==> config.mk <==
export PLATFORM = sky130hd
export DESIGN_NAME = led_pattern_sched
export DESIGN_NICKNAME = d
export VERILOG_FILES = /design/src/rtl/led_pattern_sched.sv
export SDC_FILE = /design/constraint.sdc
export NUM_CORES = 1
export LEC_CHECK = 0
export BUFFER_PORTS_ARGS = -buffer_cell sky130_fd_sc_hd__buf_2
export CORE_UTILIZATION = 52
export CTS_BUF_LIST = sky130_fd_sc_hd__clkbuf_4
export DETAILED_ROUTE_END_ITERATION = 12
export PLACE_DENSITY = 0.82
export SETUP_SLACK_MARGIN = 0.5
export SYNTH_ARGS = -nofsm -noshare
export SYNTH_HDL_FRONTEND = slang
export SYNTH_SLANG_ARGS = --single-unit
==> constraint.sdc <==
create_clock -name ADC_CLK_10 -period 3.3 [get_ports ADC_CLK_10]
set_input_delay 0.165 -clock ADC_CLK_10 [delete_from_list [all_inputs] [get_ports ADC_CLK_10]]
set_output_delay 0.165 -clock ADC_CLK_10 [all_outputs]
set_load 0.05 [all_outputs]
==> src/rtl/led_pattern_sched.sv <==
// led_pattern_sched: shares LEDR between four pattern sources.
// Optional graceful drain on mode change: LED_SCHED_GRACEFUL_EN.
module led_pattern_sched #(
  parameter int TICK_DIV    = 131072,
  parameter int BLANK_TICKS = 2,
  parameter int DRAIN_TICKS = 32
) (
  input  logic        ADC_CLK_10,
  input  logic        reset_n,
  input  logic        en,
  input  logic [1:0]  sel,
  input  logic [39:0] src_leds,
  input  logic [3:0]  src_done,
  output logic        tick,
  output logic [3:0]  src_start,
  output logic [3:0]  src_active,
  output logic [9:0]  LEDR,
  output logic [2:0]  state
);

  localparam int PW   = $clog2(TICK_DIV);
  localparam int TMAX = (BLANK_TICKS > DRAIN_TICKS) ?
                        BLANK_TICKS : DRAIN_TICKS;
  localparam int TW   = $clog2(TMAX + 1) + 1;

  localparam logic [PW-1:0] P_LAST = PW'(TICK_DIV - 1);
  localparam logic [TW-1:0] B_LAST = TW'(BLANK_TICKS - 1);
  localparam logic [TW-1:0] D_LAST = TW'(DRAIN_TICKS - 1);

  typedef enum logic [2:0] {
    IDLE  = 3'd0,
    START = 3'd1,
    RUN   = 3'd2,
    DRAIN = 3'd3,
    BLANK = 3'd4
  } st_t;

  st_t             st;
  st_t             st_n;
  logic [1:0]      cur;
  logic [1:0]      cur_n;
  logic [PW-1:0]   pcnt;
  logic [TW-1:0]   tcnt;
  logic [9:0]      cur_leds;
  logic [9:0]      led_n;
  logic [3:0]      cur_hot;
  logic            owns;
  logic            done_cur;
  logic            blank_done;
  logic            drain_done;

  assign tick       = (pcnt == P_LAST);
  assign cur_hot    = 4'b0001 << cur;
  assign done_cur   = src_done[cur];
  assign blank_done = (BLANK_TICKS == 0) ||
                      (tick && (tcnt == B_LAST));
  assign drain_done = (DRAIN_TICKS == 0) ||
                      (tick && (tcnt == D_LAST));
  assign owns       = (st == START) || (st == RUN) ||
                      (st == DRAIN);

  assign src_start  = (st == START) ? cur_hot : 4'b0000;
  assign src_active = owns ? cur_hot : 4'b0000;
  assign state      = st;

  // Free-running prescaler producing the shared advance strobe
  always_ff @(posedge ADC_CLK_10) begin
    if (!reset_n)  pcnt <= '0;
    else if (tick) pcnt <= '0;
    else           pcnt <= pcnt + PW'(1);
  end

  // Select the pattern of the source currently owning LEDR
  always_comb begin
    cur_leds = src_leds[9:0];
    unique case (cur)
      2'd0: cur_leds = src_leds[9:0];
      2'd1: cur_leds = src_leds[19:10];
      2'd2: cur_leds = src_leds[29:20];
      2'd3: cur_leds = src_leds[39:30];
    endcase
  end

  // Mode sequencing: next state and next owner
  always_comb begin
    st_n  = st;
    cur_n = cur;
    unique case (st)
      IDLE: begin
        if (en) begin
          cur_n = sel;
          st_n  = START;
        end
      end
      START: st_n = RUN;
      RUN: begin
        if (sel != cur) begin
`ifdef LED_SCHED_GRACEFUL_EN
          st_n = done_cur ? BLANK : DRAIN;
`else
          st_n = BLANK;
`endif
        end
      end
      DRAIN: begin
        if (sel == cur)
          st_n = RUN;
        else if (done_cur || drain_done)
          st_n = BLANK;
      end
      BLANK: begin
        if (blank_done) begin
          cur_n = sel;
          st_n  = START;
        end
      end
      default: st_n = IDLE;
    endcase
    if (!en) begin
      st_n  = IDLE;
      cur_n = cur;
    end
  end

  // LEDR follows the owner only while it keeps ownership
  always_comb begin
    led_n = 10'd0;
    if ((st_n == RUN) || (st_n == DRAIN))
      led_n = cur_leds;
  end

  // State, owner and LED registers
  always_ff @(posedge ADC_CLK_10) begin
    if (!reset_n) begin
      st   <= IDLE;
      cur  <= 2'd0;
      LEDR <= 10'd0;
    end else begin
      st   <= st_n;
      cur  <= cur_n;
      LEDR <= led_n;
    end
  end

  // Tick counter for drain/blank, cleared on every state change
  always_ff @(posedge ADC_CLK_10) begin
    if (!reset_n)
      tcnt <= '0;
    else if (st_n != st)
      tcnt <= '0;
    else if (tick && ((st == DRAIN) || (st == BLANK)))
      tcnt <= tcnt + TW'(1);
  end

endmodule

==> results by stage <==
Run status:
- The flow ran to the end, and the final reports show no timing, DRC or antenna violations.

Job:
- The tool flagged a number of max-cap violations equal to 0.

Synthesis:
- In the synthesized netlist the async set-or-reset flop fraction comes to 0%.
- The synthesized netlist contains 47 unique library cells.
- The register area share after synthesis is a little over a third.
- Among all flip-flop cells after synthesis, the most frequent one is sky130_fd_sc_hd__dfxtp_1.
- The cell count after synthesis is 230.
- The synthesized netlist devotes about a fifth of its cell area to simple gates.
- The Yosys step of the flow raised 0 warnings.
- The dominant combinational cell family by area after synthesis is simple AND/OR/NAND/NOR gates.
- A synthesized cell averages 9.32 um^2.
- Synthesis produced a netlist with a net count of approximately 280.
- In the post-synthesis netlist, the biggest area contributors are sky130_fd_sc_hd__dfxtp_1, sky130_fd_sc_hd__mux4_1, sky130_fd_sc_hd__mux4_2, sky130_fd_sc_hd__a21oi_1, sky130_fd_sc_hd__nor3_1.
- Summing the areas of all xor and xnor instances in the mapped netlist gives under 10% of the synthesized area.
- The multiplexer share of the synthesized area is 14.2%.
- The number of enable-type register cells in the synthesized netlist is 0.
- The share of the synthesized area in the top cell type is ~36%.
- Summing the areas of all fa, ha and maj instances in the mapped netlist gives 2.33% of the synthesized area.
- Summing the areas of all compound-gate instances in the mapped netlist gives about 15% of the synthesized area.
- The library cell occupying the most area in the post-synthesis netlist is sky130_fd_sc_hd__dfxtp_1.
- The mapped netlist covers approximately 2100 um^2.
- The synthesized flop and latch total is 39.

Pwr:
- Total power for the finished layout comes to 0.000962 W.
- The total internal power is approximately 0.0007 W.
- The maximum resistive drop on vdd is about 210 uV.
- Combinational logic burns about 16% of the power.
- The share of power burned in registers is between 50% and 60%.
- The net switching fraction of the power is roughly a quarter.
- Power spread over the standard cell area amounts to around 360 nW/um^2.
- The reported net switching power is approximately 0.00026 W.
- The leakage power summed over all cells is 1.04 nW.
- The clock network is responsible for roughly a third of the overall power.

Detailed routing:
- The DRC violation count after routing is 0.
- The number of violations reported at the end of detailed-routing iteration 0 is 94.
- The pre-antenna-repair detailed-routing pass consisted of 4 iterations.
- The total routed wirelength is roughly 5000 um.
- The post-detailed-route via-to-cell ratio is around 5.6.
- The detailed-route wire length per cell is about 14 um.
- The count of nets left with antenna violations once routing finished came out at 0.
- Across all layers, the routed design uses a little under 2,000 vias.

Global route:
- The pin count of the biggest net entering global routing is 19.
- The initial antenna violation count came to 0.
- The total routing resource utilization after global routing is 24.0%.
- The number of global-route vias before repair came to ~1,800.
- The first global-routing pass estimated between 7000 and 8000 um of wire.
- After global routing the overflow that remains totals 0.

Place:
- Routability-driven placement finished with a final weighted congestion of between 0.9 and 1.
- In this run the cell area measured after placement is roughly 2500 um^2.
- The post-placement cell count is ~340.
- During placement, the flow inserted port buffers numbering 70.
- The HPWL after detailed placement is 3750 um.

Worst setup path:
- The kind of start point of the critical path is a flip-flop.
- At the worst endpoint, the arrival time is 2.85 ns.
- The worst setup path is captured at a flip-flop.
- The peak fanout along the critical path is 9.
- The worst register-to-register path has a setup slack of between 0.6 and 0.7 ns.
- The critical path is of the reg -> reg type.
- The required time of the worst setup path is about 3.5 ns.

Floorplanning:
- The die outline width is about 66 um.
- a little over 70 I/O pins were placed.
- The overall die height is roughly 66 um.
- The floorplan has 22 rows.
- The core region is 3800 um^2.
- The initial core utilization is 56.5%.
- The die outline area is 4390 um^2.

Clocking:
- The source-to-sink clock delay at the later pin of the worst-skew pair is ~0.35 ns.
- The maximum number of buffers from clock root to sink is 2.
- The number of buffers inserted during clock tree synthesis is 5.
- After clock tree synthesis, the clock-pin slew on the worst setup and hold paths is between 0.1 and 0.15 ns.
- Clock tree synthesis found a total of 39 sinks.
- The H-tree was split into 2 levels.
- TritonCTS built the clock tree.
- For this design, the CTS-stage hold fixing added 0 buffers.
- The cell sitting at the root of the clock tree is a sky130_fd_sc_hd__clkbuf_4.

STA:
- Setup violations remaining at the end of the flow were counted as 0.
- The actual transition at the worst max-transition pin is 1.06 ns.
- The portion of the clock cycle consumed by the worst path in the final layout is 79.7%.
- Across all hold checks on the routed design, the worst slack comes to between 0.1 and 0.15 ns.
- The max-slew violation total from the final report is 0.
- Clock skew on the completed layout was measured at 0.0221 ns.
- The minimum clock period after layout is ~2.6 ns.
- In this run the tightest slew margin relative to its limit is 28.5%.
- The total count of hold-check failures in the final report is 0.
- The maximum clock frequency is approximately 380 MHz.
- The final setup TNS is 0 ns.
- Setup repair after global routing left no endpoint under its margin.

Final layout:
- The area growth from synthesis to layout is 23.2%.
- The fraction of final layout cells with drive strength greater than 1 is between 30% and 40%.
- 0 antenna diodes ended up in the layout.
- The area of all placed cells without fillers is around 2600 um^2.
- At the end of the flow, the number of nets in the layout was around 350.
- The finished layout holds 350 standard cells, fillers aside.

Min path:
- The min-delay analysis places its worst path in the category in -> reg.
[worst max-delay path, cell delays in order (launching register included)]
cell and delay (ns):
sky130_fd_sc_hd__dfxtp_1 0.37, sky130_fd_sc_hd__ha_1 0.21, sky130_fd_sc_hd__nand2_1 0.14, sky130_fd_sc_hd__or2_2 0.34, sky130_fd_sc_hd__nor3_1 0.21, sky130_fd_sc_hd__ha_2 0.30, sky130_fd_sc_hd__nor3b_4 0.33, sky130_fd_sc_hd__buf_4 0.18
sky130_fd_sc_hd__a2111oi_4 0.07, sky130_fd_sc_hd__mux2i_4 0.26, sky130_fd_sc_hd__nor3_1 0.10
[synthesized netlist by cell type, types with 2 or more instances]
master	number
sky130_fd_sc_hd__mux4_2	5
sky130_fd_sc_hd__o21ai_0	7
sky130_fd_sc_hd__dfxtp_1	39
sky130_fd_sc_hd__inv_1	12
sky130_fd_sc_hd__or3_1	4
sky130_fd_sc_hd__a211oi_1	4
sky130_fd_sc_hd__xnor2_1	10
sky130_fd_sc_hd__ha_1	4
sky130_fd_sc_hd__xor2_1	8
sky130_fd_sc_hd__and2_1	2
sky130_fd_sc_hd__nand3_1	8
sky130_fd_sc_hd__nor3_1	18
sky130_fd_sc_hd__nand2_1	16
sky130_fd_sc_hd__nor4_1	3
sky130_fd_sc_hd__o2111ai_1	4
sky130_fd_sc_hd__nand4_1	2
sky130_fd_sc_hd__nand2b_1	4
sky130_fd_sc_hd__clkbuf_1	8
sky130_fd_sc_hd__o211ai_1	2
sky130_fd_sc_hd__mux4_1	6
sky130_fd_sc_hd__nor2_1	19
sky130_fd_sc_hd__buf_2	2
sky130_fd_sc_hd__a21oi_1	19
[state kept, by name (all words and copies together), names as in the netlist]
name,count
pcnt,17
LEDR,10
tcnt,7
state,3
cur,2
[power groups by stage]
stage | sequential [W] | combinational, W | clock, W
after floorplan | 0.000507 | 0.0000937 | 0
after global placement | 0.000501 | 0.000145 | 0
after detailed placement | 0.000501 | 0.000147 | 0
after CTS | 0.000491 | 0.000149 | 0.000328
after global routing | 0.000493 | 0.000163 | 0.000347
final | 0.000491 | 0.000150 | 0.000321
[metrics by stage]
stage                     utilization [%]  setup slack, ns
final                                69.6            0.669
after global routing                 69.6            0.486
after CTS                            68.9            0.615
after detailed placement             66.6            0.469
after global placement               66.6            0.612
after floorplan                         -            0.528
[worst paths after layout]
kind / startpoint / endpoint / cells past startpoint
setup / recovery: pcnt[0]$_SDFF_PP0_ / tcnt[6]$_SDFFE_PP0P_ / 10
hold / removal: sel[1] / cur[1]$_SDFFE_PN0P_ / 3
setup reg to reg: pcnt[0]$_SDFF_PP0_ / tcnt[6]$_SDFFE_PP0P_ / 10
hold reg to reg: pcnt[0]$_SDFF_PP0_ / pcnt[0]$_SDFF_PP0_ / 1
[placed cells by master (no fill, tap or decap), types with 2 or more instances in the layout]
cell,count
sky130_fd_sc_hd__xor2_1,8
sky130_fd_sc_hd__a211oi_1,4
sky130_fd_sc_hd__nor4_1,3
sky130_fd_sc_hd__nand3_1,8
sky130_fd_sc_hd__and2_1,2
sky130_fd_sc_hd__nand2b_1,4
sky130_fd_sc_hd__mux4_1,6
sky130_fd_sc_hd__nand4_1,2
sky130_fd_sc_hd__o211ai_1,2
sky130_fd_sc_hd__mux4_2,5
sky130_fd_sc_hd__nor2_1,19
sky130_fd_sc_hd__nor3_1,18
sky130_fd_sc_hd__a21oi_1,19
sky130_fd_sc_hd__buf_4,6
sky130_fd_sc_hd__clkbuf_4,5
sky130_fd_sc_hd__inv_1,12
sky130_fd_sc_hd__or3_1,4
sky130_fd_sc_hd__o2111ai_1,4
sky130_fd_sc_hd__buf_2,70
sky130_fd_sc_hd__o21ai_0,7
sky130_fd_sc_hd__ha_1,3
sky130_fd_sc_hd__nand2_1,16
sky130_fd_sc_hd__dfxtp_1,38
sky130_fd_sc_hd__xnor2_1,10
[cell type report]
type                    instances  area (um^2)
multi-input cells             167         1280
fillers                       317         1160
well taps                      48         60.1
clock buffers                   5         37.5
clock inverters                 3         43.8
inverters                      12         45.0
flip-flops and latches         39          782
repair buffers                 76          395
[cells by family (layout without fill, tap and decap cells)]
logic type / after synthesis / count (layout)
XOR/XNOR: 18 / 18
AND/OR/NAND/NOR: 86 / 86
adder cells (fa/ha/maj): 4 / 4
buffers and inverters: 24 / 96
flip-flops: 39 / 39
AO/OA/AOI/OAI: 46 / 46
multiplexers: 13 / 13
[per-layer routing]
metal	global-route usage [%]	share of wire [%]	wire length [um]
met2	38.4	50	2480
met5	0	0	0
met1	31.5	45	2220
met4	8.24	0.64	32
met3	5.86	5.1	254
[what timing repair did]
action                                  in CTS  in global routing
pin swaps                                    0                  1
gates cloned                                 0                  0
gates resized for setup                      1                  1
buffers inserted                             0                  3
endpoints found under the setup margin       7                 18
Note: power is estimated with default switching activity, not from simulation.
